`src/rtl/shrv32_muldiv_pkg.sv`:
```
// ----------------------------------------------------------------------------
// shrv32_muldiv_pkg
//   Shared types and helpers for the iterative RV32M multiply/divide unit.
//   - muldiv_op_e    : RV32M funct3 encoding (MUL..REMU)
//   - muldiv_state_e : sequencing states of muldiv_unit
//   - XLEN / CNT_W   : datapath width and iteration counter width
//   - is_div / rs1_signed / rs2_signed : op classification helpers
// ----------------------------------------------------------------------------
package shrv32_muldiv_pkg;

   localparam int XLEN  = 32;
   localparam int CNT_W = $clog2(XLEN);

   // Counter value of the final CALC iteration.
   localparam logic [CNT_W-1:0] CNT_LAST = CNT_W'(XLEN - 1);

   typedef enum logic [2:0] {
      OP_MUL    = 3'd0,
      OP_MULH   = 3'd1,
      OP_MULHSU = 3'd2,
      OP_MULHU  = 3'd3,
      OP_DIV    = 3'd4,
      OP_DIVU   = 3'd5,
      OP_REM    = 3'd6,
      OP_REMU   = 3'd7
   } muldiv_op_e;

   typedef enum logic [2:0] {
      IDLE = 3'd0,
      PREP = 3'd1,
      CALC = 3'd2,
      FIX  = 3'd3,
      DONE = 3'd4
   } muldiv_state_e;

   function automatic logic is_div(input muldiv_op_e op);
      return (op inside {OP_DIV, OP_DIVU, OP_REM, OP_REMU});
   endfunction

   // MUL is treated as unsigned: the low product word does not depend on
   // operand signedness, so no sign fix-up is needed for it.
   function automatic logic rs1_signed(input muldiv_op_e op);
      return (op inside {OP_MULH, OP_MULHSU, OP_DIV, OP_REM});
   endfunction

   function automatic logic rs2_signed(input muldiv_op_e op);
      return (op inside {OP_MULH, OP_DIV, OP_REM});
   endfunction

endpackage

```
`src/rtl/muldiv_div_step.sv`:
```
// ----------------------------------------------------------------------------
// muldiv_div_step
//   One combinational step of a restoring divide: shift the next dividend bit
//   into the partial remainder, trial-subtract the divisor and keep the
//   difference only when it does not go negative.
// Ports
//   rem_i       [XLEN:0]   partial remainder before this step
//   divisor_i   [XLEN-1:0] divisor magnitude
//   dvd_bit_i              next dividend bit (MSB first)
//   rem_o       [XLEN:0]   partial remainder after this step
//   q_bit_o                quotient bit produced by this step
// ----------------------------------------------------------------------------
module muldiv_div_step
   import shrv32_muldiv_pkg::*;
(
   input  logic [XLEN:0]   rem_i,
   input  logic [XLEN-1:0] divisor_i,
   input  logic            dvd_bit_i,
   output logic [XLEN:0]   rem_o,
   output logic            q_bit_o
);

   logic [XLEN+1:0] shifted;

   assign shifted = {rem_i, dvd_bit_i};
   assign q_bit_o = (shifted >= {2'b00, divisor_i});
   // The remainder stays below the divisor, so the difference fits XLEN+1 bits.
   assign rem_o   = q_bit_o ? (XLEN+1)'(shifted - {2'b00, divisor_i})
                            : shifted[XLEN:0];

endmodule

```
`src/rtl/muldiv_unit.sv`:
```
// ----------------------------------------------------------------------------
// muldiv_unit
//   Iterative RV32M multiply/divide execution unit. An operation is accepted
//   on a start strobe in IDLE or DONE; exBusy stalls the stage sequencer from
//   the start cycle until the result is ready. The result is held until the
//   next accepted start completes.
//   Sequence: PREP (magnitudes, sign, special cases) -> CALC (32 shift-add or
//   restoring-divide iterations) -> FIX (sign and word select) -> DONE.
// Ports
//   CLK                 system clock
//   RST                 asynchronous active-high reset
//   start               1-cycle request strobe
//   op      [2:0]       RV32M funct3
//   rs1/rs2 [XLEN-1:0]  operands, sampled on the accepted start cycle
//   exBusy              stall request (combinational)
//   done                1-cycle result-valid pulse
//   result  [XLEN-1:0]  final value
// Configuration
//   MULDIV_FAST_MUL_EN : multiplies use a single-cycle product in PREP and
//                        skip CALC. Undefined: all ops are iterative.
// ----------------------------------------------------------------------------
module muldiv_unit
   import shrv32_muldiv_pkg::*;
(
   input  logic            CLK,
   input  logic            RST,
   input  logic            start,
   input  logic [2:0]      op,
   input  logic [XLEN-1:0] rs1,
   input  logic [XLEN-1:0] rs2,
   output logic            exBusy,
   output logic            done,
   output logic [XLEN-1:0] result
);

   muldiv_state_e     state_q;
   muldiv_op_e        op_q;
   logic [XLEN-1:0]   opa_q;     // raw rs1, then |rs1| from PREP on
   logic [XLEN-1:0]   opb_q;     // raw rs2, then |rs2| from PREP on
   logic [2*XLEN-1:0] acc_q;     // product, or {unused, dividend/quotient}
   logic [XLEN:0]     rem_q;     // partial remainder
   logic [CNT_W-1:0]  cnt_q;
   logic              neg_q;     // negate the final result in FIX
   logic              done_q;
   logic [XLEN-1:0]   result_q;

   logic              accept;
   logic              a_neg;
   logic              b_neg;
   logic [XLEN-1:0]   abs_a;
   logic [XLEN-1:0]   abs_b;
   logic              div_zero;
   logic              div_ovf;
   logic              res_neg_d;
   logic [XLEN-1:0]   special_d;
   logic [2*XLEN-1:0] fix_prod;
   logic [XLEN-1:0]   fix_result_d;
   logic [XLEN:0]     mul_sum_d;
   logic [2*XLEN-1:0] mul_acc_d;
   logic [XLEN:0]     rem_d;
   logic              q_bit_d;
   logic [2*XLEN-1:0] div_acc_d;

   assign accept = start & ((state_q == IDLE) | (state_q == DONE));
   assign exBusy = accept | (state_q inside {PREP, CALC, FIX});
   assign done   = done_q;
   assign result = result_q;

   // Shift-add multiply: multiplier sits in the low word and is consumed
   // LSB first; the multiplicand is added into the high word before shifting.
   assign mul_sum_d = {1'b0, acc_q[2*XLEN-1:XLEN]} + {1'b0, opa_q & {XLEN{acc_q[0]}}};
   assign mul_acc_d = {mul_sum_d, acc_q[XLEN-1:1]};

   muldiv_div_step u_div_step (
      .rem_i     (rem_q),
      .divisor_i (opb_q),
      .dvd_bit_i (acc_q[XLEN-1]),
      .rem_o     (rem_d),
      .q_bit_o   (q_bit_d)
   );

   // Dividend bits leave at the top of the low word while quotient bits
   // enter at the bottom, so the low word ends up holding the quotient.
   assign div_acc_d = {acc_q[2*XLEN-1:XLEN], acc_q[XLEN-2:0], q_bit_d};

   always_comb begin
      a_neg    = rs1_signed(op_q) & opa_q[XLEN-1];
      b_neg    = rs2_signed(op_q) & opb_q[XLEN-1];
      abs_a    = a_neg ? -opa_q : opa_q;
      abs_b    = b_neg ? -opb_q : opb_q;
      div_zero = is_div(op_q) && (opb_q == '0);
      div_ovf  = (op_q inside {OP_DIV, OP_REM}) &&
                 (opa_q == {1'b1, {(XLEN-1){1'b0}}}) && (opb_q == '1);

      res_neg_d = 1'b0;
      case (op_q)
         OP_MULH, OP_MULHSU, OP_DIV: res_neg_d = a_neg ^ b_neg;
         OP_REM:                     res_neg_d = a_neg;   // remainder follows dividend
         default:                    res_neg_d = 1'b0;
      endcase

      special_d = '0;
      if (div_zero) begin
         special_d = (op_q inside {OP_DIV, OP_DIVU}) ? '1 : opa_q;
      end else if (div_ovf) begin
         special_d = (op_q == OP_DIV) ? opa_q : '0;
      end

      // Negating the full product also yields the negated quotient in the
      // low word, so one negator serves both multiply and divide.
      fix_prod = neg_q ? -acc_q : acc_q;
      fix_result_d = fix_prod[XLEN-1:0];
      case (op_q)
         OP_MULH, OP_MULHSU, OP_MULHU: fix_result_d = fix_prod[2*XLEN-1:XLEN];
         OP_REM, OP_REMU: fix_result_d = neg_q ? -rem_q[XLEN-1:0] : rem_q[XLEN-1:0];
         default:         fix_result_d = fix_prod[XLEN-1:0];
      endcase
   end

   always_ff @(posedge CLK or posedge RST) begin
      if (RST) begin
         state_q  <= IDLE;
         op_q     <= OP_MUL;
         opa_q    <= '0;
         opb_q    <= '0;
         acc_q    <= '0;
         rem_q    <= '0;
         cnt_q    <= '0;
         neg_q    <= 1'b0;
         done_q   <= 1'b0;
         result_q <= '0;
      end else begin
         done_q <= 1'b0;
         case (state_q)
            IDLE, DONE: begin
               if (start) begin
                  state_q <= PREP;
                  op_q    <= muldiv_op_e'(op);
                  opa_q   <= rs1;
                  opb_q   <= rs2;
               end else begin
                  state_q <= IDLE;
               end
            end
            PREP: begin
               neg_q <= res_neg_d;
               cnt_q <= '0;
               opa_q <= abs_a;
               opb_q <= abs_b;
               if (div_zero || div_ovf) begin
                  result_q <= special_d;
                  done_q   <= 1'b1;
                  state_q  <= DONE;
               end else if (is_div(op_q)) begin
                  acc_q   <= {{XLEN{1'b0}}, abs_a};
                  rem_q   <= '0;
                  state_q <= CALC;
               end else begin
`ifdef MULDIV_FAST_MUL_EN
                  acc_q   <= {{XLEN{1'b0}}, abs_a} * {{XLEN{1'b0}}, abs_b};
                  state_q <= FIX;
`else
                  acc_q   <= {{XLEN{1'b0}}, abs_b};
                  state_q <= CALC;
`endif
               end
            end
            CALC: begin
               if (is_div(op_q)) begin
                  acc_q <= div_acc_d;
                  rem_q <= rem_d;
               end else begin
                  acc_q <= mul_acc_d;
               end
               cnt_q <= cnt_q + 1'b1;
               if (cnt_q == CNT_LAST) begin
                  state_q <= FIX;
               end
            end
            FIX: begin
               result_q <= fix_result_d;
               done_q   <= 1'b1;
               state_q  <= DONE;
            end
            default: state_q <= IDLE;
         endcase
      end
   end

endmodule

```
`config.mk`:
```
export PLATFORM = sky130hd
export DESIGN_NAME = muldiv_unit
export DESIGN_NICKNAME = d
export VERILOG_FILES = /design/src/rtl/shrv32_muldiv_pkg.sv /design/src/rtl/muldiv_div_step.sv /design/src/rtl/muldiv_unit.sv
export SDC_FILE = /design/constraint.sdc
export NUM_CORES = 1
export LEC_CHECK = 0
export ABC_AREA = 0
export BUFFER_PORTS_ARGS = -buffer_cell sky130_fd_sc_hd__buf_2
export CAP_MARGIN = 20
export CORE_UTILIZATION = 45
export DETAILED_ROUTE_END_ITERATION = 12
export SETUP_SLACK_MARGIN = 0.2
export SYNTH_ARGS = -nofsm -noshare
export SYNTH_HDL_FRONTEND = slang
export SYNTH_SLANG_ARGS = --single-unit
```
`constraint.sdc`:
```
create_clock -name CLK -period 6.85 [get_ports CLK]
set_clock_uncertainty 0.2 [all_clocks]
set_input_delay 0.685 -clock CLK [delete_from_list [all_inputs] [get_ports CLK]]
set_output_delay 0.685 -clock CLK [all_outputs]
set_load 0.01 [all_outputs]
```
=== Word-level counts from Yosys, hierarchy flattened ===
Index checks and enable logic that the tools add are counted.

* $add $sub $neg: 7
* $lt $le $gt $ge: 1
* Equality and inequality tests: 21
* Multiplexer cells: 32
* Bitwise logic cells: 7
* Reductions and logical operators: 25

{| class="wikitable"
|+ Operators with widths
! operator !! count
|-
| 2-to-1 mux 32 bit || 11
|-
| one-hot mux 32 bit (2 select lines) || 4
|-
| 2-to-1 mux 64 bit || 3
|-
| 2-to-1 mux 33 bit || 4
|-
| one-hot mux 64 bit (2 select lines) || 1
|-
| negator 32 bit || 3
|-
| one-hot mux 33 bit (2 select lines) || 1
|-
| == test 32 bit, second input constant || 2
|-
| negator 64 bit || 1
|-
| greater-or-equal comparator 34 x 32 -> 1 bit || 1
|-
| adder 32 x 32 -> 33 bit || 1
|-
| subtractor 33 x 32 -> 33 bit || 1
|-
| AND 32 bit || 1
|-
| logical NOT 32 bit || 1
|-
| == test 3 bit, second input constant || 5
|-
| == test 3 x 2 -> 1 bit, second input constant || 4
|-
| one-hot mux 3 bit (4 select lines) || 1
|-
| one-hot mux 5 bit (2 select lines) || 1
|-
| nonzero test 2 bit || 5
|-
| inequality test 2 x 1 -> 1 bit, second input constant || 4
|-
| AND reduction 2 bit || 4
|-
| nonzero test 4 bit || 2
|-
| == test 3 x 1 -> 1 bit, second input constant || 2
|-
| 2-to-1 mux 3 bit || 2
|-
| 16 further kinds || 28
|}

* Register bits after elaboration: 206
* Bits of input ports: 70
* Output and inout port bits: 34
* Word-level logic and storage cells: 104

=== Longest topological paths before layout ===
Gate-level depths: netlist (run 1).

* Depth in word-level cells: 8
* Depth in mapped cells: 15
* Mapped depth without buffers: 13

=== Cells and area by module ===
A second synthesis (run 1) with hierarchy kept.

* Cell total of the unflattened synthesis: 2,244
* Area, all modules: 17,287.8 µm²

{| class="wikitable"
|+ By module, submodules not included
! module !! times used !! cells an instance !! area an instance (µm²) !! sequential area each (µm²)
|-
| muldiv_unit || 1 || 1,898 || 15,097.0 || 5,154.9
|-
| muldiv_div_step || 1 || 346 || 2,190.9 || 0.0
|}

=== Worst setup path after synthesis (run 1) ===
OpenSTA, ideal clock, no wires.

* Kind: register to register
* Start: register acc_q[31]
* End: register rem_q[32]
* Library setup time: 128 ps
* Arrival: 2,936 ps
* Data required time: 6,522 ps
* Slack: 3,586 ps
* Cell stages (with the launch flop): 14
* Path buffers: 0
* Clock period less this slack: 3,264 ps
* Path through: dfrtp_1 -> inv_1 -> ha_1 -> inv_1 -> fa_1 -> a21oi_1 -> o211ai_1 -> a21oi_1 -> o21ai_0 -> a221oi_1 -> o221ai_1 -> a211oi_1 -> xnor2_1 -> o21ai_0

* Longest elaborated chain between the ends: 4
* Elaborated cells between the ends (all ways): 5
* Those cells by class: 1 x add/sub; 1 x order compare; 3 x mux

{| class="wikitable"
|+ Ends and longest elaborated chain
! what !! line !! RTL
|-
| start, declared || muldiv_unit.sv:40 || <nowiki>logic [2*XLEN-1:0] acc_q;</nowiki>
|-
| start signal, assigned || muldiv_unit.sv:155 || <nowiki>acc_q <= {{XLEN{1'b0}}, abs_a};</nowiki>
|-
| start signal, assigned || muldiv_unit.sv:163 || <nowiki>acc_q <= {{XLEN{1'b0}}, abs_b};</nowiki>
|-
| start signal, assigned || muldiv_unit.sv:170 || <nowiki>acc_q <= div_acc_d;</nowiki>
|-
| subtractor 33 x 32 -> 33 bit / greater-or-equal comparator 34 x 32 -> 1 bit (equally long branches) || muldiv_div_step.sv:28, muldiv_div_step.sv:26 ||
|-
| 2-to-1 mux 33 bit * || muldiv_div_step.sv:28 || <nowiki>assign rem_o = q_bit_o ? (XLEN+1)'(shifted - {2'b00, divisor_i})</nowiki>
|-
| 2-to-1 mux 33 bit * || muldiv_unit.sv:169 || <nowiki>if (is_div(op_q)) begin</nowiki>
|-
| one-hot mux 33 bit (2 select lines) * || muldiv_unit.sv:134 || <nowiki>case (state_q)</nowiki>
|-
| end signal, assigned || muldiv_unit.sv:171 || <nowiki>rem_q <= rem_d;</nowiki>
|-
| end, declared || muldiv_unit.sv:41 || <nowiki>logic [XLEN:0] rem_q;</nowiki>
|}

Mark *: on every way between the ends. The rest lies on a longest branch, timed or not. The select of a mux whose other input is x is not followed.
A chain may end at the register's enable or synchronous reset.

=== Worst setup path in the final report (run 1) ===
* Start: register opb_q[1]
* End: register rem_q[28]

* Longest elaborated chain between the ends: 5
* Elaborated cells between the ends (all ways): 12
* Those cells by class: 1 x add/sub; 1 x order compare; 2 x eq/ne; 3 x mux; 5 x reduce/logical

{| class="wikitable"
|+ Ends and longest elaborated chain
! what !! line !! RTL
|-
| start, declared || muldiv_unit.sv:39 || <nowiki>logic [XLEN-1:0] opb_q;</nowiki>
|-
| start signal, assigned || muldiv_unit.sv:140 || <nowiki>opb_q <= rs2;</nowiki>
|-
| start signal, assigned || muldiv_unit.sv:149 || <nowiki>opb_q <= abs_b;</nowiki>
|-
| branches (longest 5 deep; another with subtractor 33 x 32 -> 33 bit) || -- ||
|}

Parallel ways; which one is timed is not known. The select of a mux whose other input is x is not followed.

==> run summary, run 1 <==
Reg clk slew, reported paths: 60 ps
final instance area: 19000 um2
post-route ant nets: 0
Area growth syn-to-layout: 10.5%
CTS tree: built
layout net count: 2322
Final Wtd Congestion: 0.979
DRT Wirelength: 64100 um
post-synthesis sequential area ratio: 0.300
Worst Path Buf+Inv: 3
setup TNS: 0 ps
Port Buf Inserts: 103
# IOs: 104
final hold vios: 0
Pre-antenna DRT Iters: 8
Hold Path Class: in -> async
Sw Pwr: 5.62 mW
Num CTS Buffers: 27
met2 routed WL: 27900 um
Worst Path Required: 7130 ps
layout cells sized above 1: 0.106
Mapped Nets: 2303
ant diodes: 0
Via Count: 17100
Worst-Skew Late Latency: 570 ps
root buf cell: clkbuf_16
max layer used: met4
hold_buf cts: 0
Most used DFF post-synth: dfrtp_1
crit path launch type: flop
Die Y: 197 um
first-pass GRT wire length: 97500 um
# DRC: 0
crit path max fanout: 34
WL met1: 27800 um
EDFF count, synth: 0
max incr delay on CP: 510 ps
Post-Syn Area per Cell: 7.95 um2
Resized cells post-CTS: 0
htree depth: 1
Reg2Reg Setup Slack: 2510 ps
post-DR vias/cell: 6.30
CP max stage cell: nor4_4
RSZ-0062 raised after global routing: false
Fillers: 3683
library cells used by synthesis: 82
Leakage: 8.01 nW
outcome: finished, final reports clean
core footprint: 37600 um2
fmax: 0.230 GHz
Synth Warn #: 0
Post-Synthesis Cell Area: 17200 um2
row cnt: 71
most frequent cell after synthesis: o21ai_0
Initial Util: 0.457
Reg power frac: 0.247
wire per inst: 23.6 um
Max-Cap Viols: 0
CP Class: reg -> reg
P per Cell Area: 562 nW/um2
crit-path leading delay family: simple AND/OR/NAND/NOR gates
placed wire-length estimate: 47600 um
Synth top cells by count: o21ai_0 (230), dfrtp_1 (206), nand2_1 (201)
Cell Int Power: 5.05 mW
endpoints failing setup: 0
DR iter-0 viols: 2090
Die Span X: 197 um
dominant cell type by area after synthesis: dfrtp_1
worst-margin pin slew: 1140 ps
largest net degree at the start of global routing: 98
slew margin rel.: 0.240
Synth Register Bits: 206
CTS max path bufs: 3
vias in the first global route: 15600
Synth async-reset ratio: 1.00
Die ar.: 39000 um2
combinational power share: 0.605
top-area cell type share of the netlist area: 0.300
placed instance area: 18000 um2
wire length on met3: 4920 um
switching share of power: 0.527
min Tclk post-route: 4340 ps
GRT Total Usage: 0.328
Post-Syn Instances: 2160
initial antenna violation count: 0
Sink Count: 206
Final period util: 0.633
largest cells by area after synthesis: dfrtp_1 (30%), o21ai_0 (6.7%), xor2_1 (5.9%)
VDD IR-drop max: 0.000252 V
Pins Over Slew Limit: 0
Post-CTS Setup Bufs: 0
nature of the critical path endpoint: flop
grt ovf: 0
clock share of power: 0.148
crit path DAT: 4620 ps
crit-path cells: inv_1, ha_1, nor4b_1, nand3_1, or2_1, nor4_4, nor3_2, nor2_4, inv_2, buf_4, nand2_4, a32oi_1, o21ai_0
[through the flow]
stage / std cells / setup slack (ps) / power, mW / hold slack [ps] / utilization
after CTS: 2709 / 2550 / 10.5 / 16.5 / 0.504
after global routing: 2711 / 2170 / 11.4 / 56.2 / 0.505
after floorplan: 2160 / 341 / 6.93 / 241 / -
final: 2711 / 2510 / 10.7 / 8.49 / 0.505
after detailed placement: 2659 / 2570 / 8.91 / 284 / 0.478
after global placement: 2659 / 2700 / 8.86 / 276 / 0.478
[layout by cell type, fill, tap and decap left out, drive strengths merged, types with 11 or more instances in the layout]
master / netlist / final
a211oi: 33 / 33
a21o: 36 / 36
a21oi: 180 / 180
a221o: 26 / 26
a222oi: 17 / 17
a22oi: 23 / 23
a31oi: 21 / 21
and2: 36 / 36
and3: 14 / 14
buf: 32 / 131
clkbuf: 110 / 34
dfrtp: 206 / 206
ha: 71 / 71
inv: 73 / 74
mux2i: 15 / 15
nand2: 202 / 202
nand2b: 16 / 16
nand3: 59 / 59
nand4: 24 / 24
nor2: 174 / 174
nor3: 50 / 50
nor4: 29 / 29
o211ai: 24 / 24
o21ai: 239 / 239
o22ai: 31 / 31
o31ai: 41 / 41
o41ai: 11 / 11
or2: 15 / 15
or3: 22 / 22
or4: 12 / 12
xnor2: 87 / 87
xor2: 116 / 116
[sequential cells by signal (all words and copies together), names as in the netlist]
register / flops
acc_q: 64
cnt_q: 5
done: 1
neg_q: 1
op_q: 3
opa_q: 32
opb_q: 32
rem_q: 33
result: 32
state_q: 3
[power groups by stage]
stage               Sequential, mW  Clock (mW)  Combinational [mW]
floorplan                     2.22           0                4.71
global placement              2.61           0                6.25
detailed placement            2.62           0                6.29
CTS                           2.60        1.59                6.32
global route                  2.69        1.64                7.08
finish                        2.64        1.58                6.46
[worst register-to-register path: cells and delay by family, from the launching register on]
kind	cells	cell delay, ps
buffers and inverters	3	720
DFF	1	430
and+or+nand+nor	7	2440
adders and majority gates	1	250
AOI/OAI and AO/OA	2	220
[logic make-up (layout without fill, tap and decap cells)]
kind of cell	Yosys count	count (layout)	share of synthesized area
adders and majority gates	73	73	0.0540
DFF	206	206	0.300
and+or+nand+nor	683	683	0.196
AOI/OAI and AO/OA	759	759	0.280
xor gates and xnor gates	203	203	0.103
muxes	21	21	0.0140
buffers and inverters	215	255	0.0516
[layout make-up]
| type | instances | area [um2] | area share |
|---|---|---|---|
| tap | 511 | 639 | 0.0337 |
| clock inverter | 17 | 223 | 0.0117 |
| clock buffer | 33 | 748 | 0.0394 |
| multi-input combinational | 1739 | 11200 | 0.588 |
| timing repair buffer | 132 | 771 | 0.0406 |
| sequential | 206 | 5160 | 0.272 |
| inverter | 73 | 282 | 0.0148 |
[routing by layer]
metal  up-vias  GRT usage
met2       752      0.497
met1      8239      0.464
met5         -          0
met4         0      0.153
li1       7970          -
met3       107     0.0418
[worst paths after layout]
check,cells after the start,to,from
min in group CLK,2,op_q[2]$_DFFE_PP0P_,op[2]
min reg2reg,2,result[4]$_DFFE_PP0P_,result[4]$_DFFE_PP0P_
min,2,cnt_q[1]$_DFFE_PP0P_,RST
max,13,rem_q[28]$_DFFE_PP0P_,opb_q[1]$_DFFE_PP0P_
max in group asynchronous,3,rem_q[10]$_DFFE_PP0P_,RST
max reg2reg,13,rem_q[28]$_DFFE_PP0P_,opb_q[1]$_DFFE_PP0P_
No activity file was read; power rests on OpenSTA's default activity.
==> run 2, diff against run 1 <==
==> constraint.sdc (replaced) <==
create_clock -name CLK -period 4.2 [get_ports CLK]
set_clock_uncertainty 0.2 [all_clocks]
set_input_delay 0.42 -clock CLK [delete_from_list [all_inputs] [get_ports CLK]]
set_output_delay 0.42 -clock CLK [all_outputs]
set_load 0.01 [all_outputs]
==> run summary, run 2 (synthesized netlist as in run 1, its figures left out) <==
largest net degree at the start of global routing: 84 (was 98)
fmax: 0.270 GHz (was 0.230 GHz)
crit-path cells: inv_1, ha_1, inv_1, fa_1, a21oi_1, o211ai_1, a21oi_1, o21ai_0, a221oi_2, o221ai_1, a211oi_1, xnor2_1, o21ai_0 (was inv_1, ha_1, nor4b_1, nand3_1, or2_1, nor4_4, nor3_2, nor2_4, inv_2, buf_4, nand2_4, a32oi_1, o21ai_0)
CP Class: reg -> reg (unchanged)
biggest regs: acc_q x64, rem_q x33 (unchanged)
post-DR vias/cell: 6.24 (was 6.30)
max incr delay on CP: 440 ps (was 510 ps)
Reg clk slew, reported paths: 60 ps (about the same)
Port Buf Inserts: 103 (unchanged)
Pre-antenna DRT Iters: 6 (was 8)
commonest non-fill, non-tap cell in the layout: o21ai_0 (unchanged)
Pins Over Slew Limit: 0 (unchanged)
RSZ-0062 raised after global routing: false (unchanged)
CTS max path bufs: 3 (unchanged)
Num CTS Buffers: 28 (was 27)
Via Count: 17600 (was 17100)
slew margin rel.: 0.285 (was 0.240)
# DRC: 0 (unchanged)
vias in the first global route: 16200 (was 15600)
ant diodes: 0 (unchanged)
Sink Count: 206 (unchanged)
setup TNS: 0 ps (unchanged)
grt ovf: 0 (unchanged)
Leakage: 8.46 nW (was 8.01 nW)
Worst Path Required: 4400 ps (was 7130 ps)
endpoints failing setup: 0 (unchanged)
placed wire-length estimate: 48500 um (was 47600 um)
initial antenna violation count: 1 (was 0)
Area growth syn-to-layout: 16.0% (was 10.5%)
core footprint: 37600 um2 (unchanged)
VDD IR-drop max: 0.000521 V (was 0.000252 V)
Worst-Skew Late Latency: 570 ps (about the same)
# IOs: 104 (unchanged)
Post-CTS Setup Bufs: 0 (unchanged)
worst-margin pin slew: 1070 ps (was 1140 ps)
Max-Cap Viols: 0 (unchanged)
placed instance area: 18200 um2 (was 18000 um2)
min Tclk post-route: 3710 ps (was 4340 ps)
Final period util: 0.882 (was 0.633)
crit path launch type: flop (unchanged)
wire per inst: 23.3 um (was 23.6 um)
nature of the critical path endpoint: flop (unchanged)
final instance area: 19900 um2 (was 19000 um2)
CTS tree: built (unchanged)
Initial Util: 0.457 (unchanged)
commonest non-fill, non-tap cells in the layout: o21ai_0 (230), dfrtp_1 (204), nand2_1 (200) (unchanged)
Final Wtd Congestion: 0.976 (was 0.979)
htree depth: 1 (unchanged)
P per Cell Area: 887 nW/um2 (was 562 nW/um2)
layout net count: 2423 (was 2322)
DR iter-0 viols: 2051 (was 2090)
layout cells sized above 1: 0.116 (was 0.106)
row cnt: 71 (unchanged)
GRT Total Usage: 0.334 (was 0.328)
root buf cell: clkbuf_16 (unchanged)
crit-path leading delay family: compound AO/OA/AOI/OAI gates (was simple AND/OR/NAND/NOR gates)
Most flops, register: acc_q (unchanged)
crit path DAT: 3910 ps (was 4620 ps)
crit path max fanout: 5 (was 34)
first-pass GRT wire length: 99200 um (was 97500 um)
CP max stage cell: dfrtp_1 (was nor4_4)
Die Span X: 197 um (unchanged)
total power: 17.7 mW (was 10.7 mW)
Worst Path Buf+Inv: 2 (was 3)
outcome: finished, final reports clean (unchanged)
Hold Path Class: reg -> reg (was in -> async)
Die ar.: 39000 um2 (unchanged)
final hold vios: 0 (unchanged)
DRT Wirelength: 65400 um (was 64100 um)
post-route ant nets: 0 (unchanged)
Die Y: 197 um (unchanged)
max FFs per register: 64 (unchanged)
## run 2: layer usage
layer | wire length, um | share of wire | GRT usage
met1 | 27800 | 0.43 | 0.460
met2 | 29000 | 0.44 | 0.521
met3 | 5110 | 0.078 | 0.0352
met4 | 3510 | 0.054 | 0.162
met5 | 10 | 0.00015 | 0
## run 2: final timing paths
| check | startpoint | to | slack (ps) | cells after the start |
|---|---|---|---|---|
| max in group asynchronous | RST | result[17]$_DFFE_PP0P_ | 2530 | 4 |
| max | acc_q[31]$_DFFE_PP0P_ | rem_q[32]$_DFFE_PP0P_ | 490 | 13 |
| min reg2reg | rem_q[32]$_DFFE_PP0P_ | rem_q[32]$_DFFE_PP0P_ | 300 | 2 |
| min in group asynchronous | RST | opa_q[21]$_DFFE_PP0P_ | 380 | 3 |
| max reg2reg | acc_q[31]$_DFFE_PP0P_ | rem_q[32]$_DFFE_PP0P_ | 490 | 13 |
| min | rem_q[32]$_DFFE_PP0P_ | rem_q[32]$_DFFE_PP0P_ | 300 | 2 |
## run 2: tightest hold or removal path: cells and delay by family (launching register included)
family	cells	cell delay (ps)
flops	1	340
compound gates	1	60
simple gates	1	60
## run 2: report_power, final
part / leakage (nW) / internal [mW] / switching [mW]
Combinational: 5.35 / 4.05 / 6.79
Sequential: 2.62 / 2.80 / 1.47
Clock: 0.493 / 1.59 / 0.980
## run 2: cell type report
type	instances	area [um2]
sequential	206	5160
timing repair buffer	232	1700
clock inverter	10	128
multi-input combinational	1739	11200
clock buffer	42	865
inverter	73	278
tap	511	639
fill	3610	17600
## run 2: timing repair
| item | CTS | global route |
|---|---|---|
| hold endpoints to repair | 99 | 0 |
| resized for setup | 0 | 2 |
| endpoints found under the setup margin | 0 | 3 |
| hold buffers | 68 | 0 |
## run 2: stage by stage
stage / setup WS, ps / hold WS [ps] / cells / utilization
finish: 494 / 298 / 2813 / 0.531
global route: 207 / 326 / 2813 / 0.531
CTS: 375 / 286 / 2812 / 0.530
detailed placement: 390 / 273 / 2692 / 0.485
global placement: 450 / 270 / 2692 / 0.485
floorplan: 908 / 241 / 2160 / -
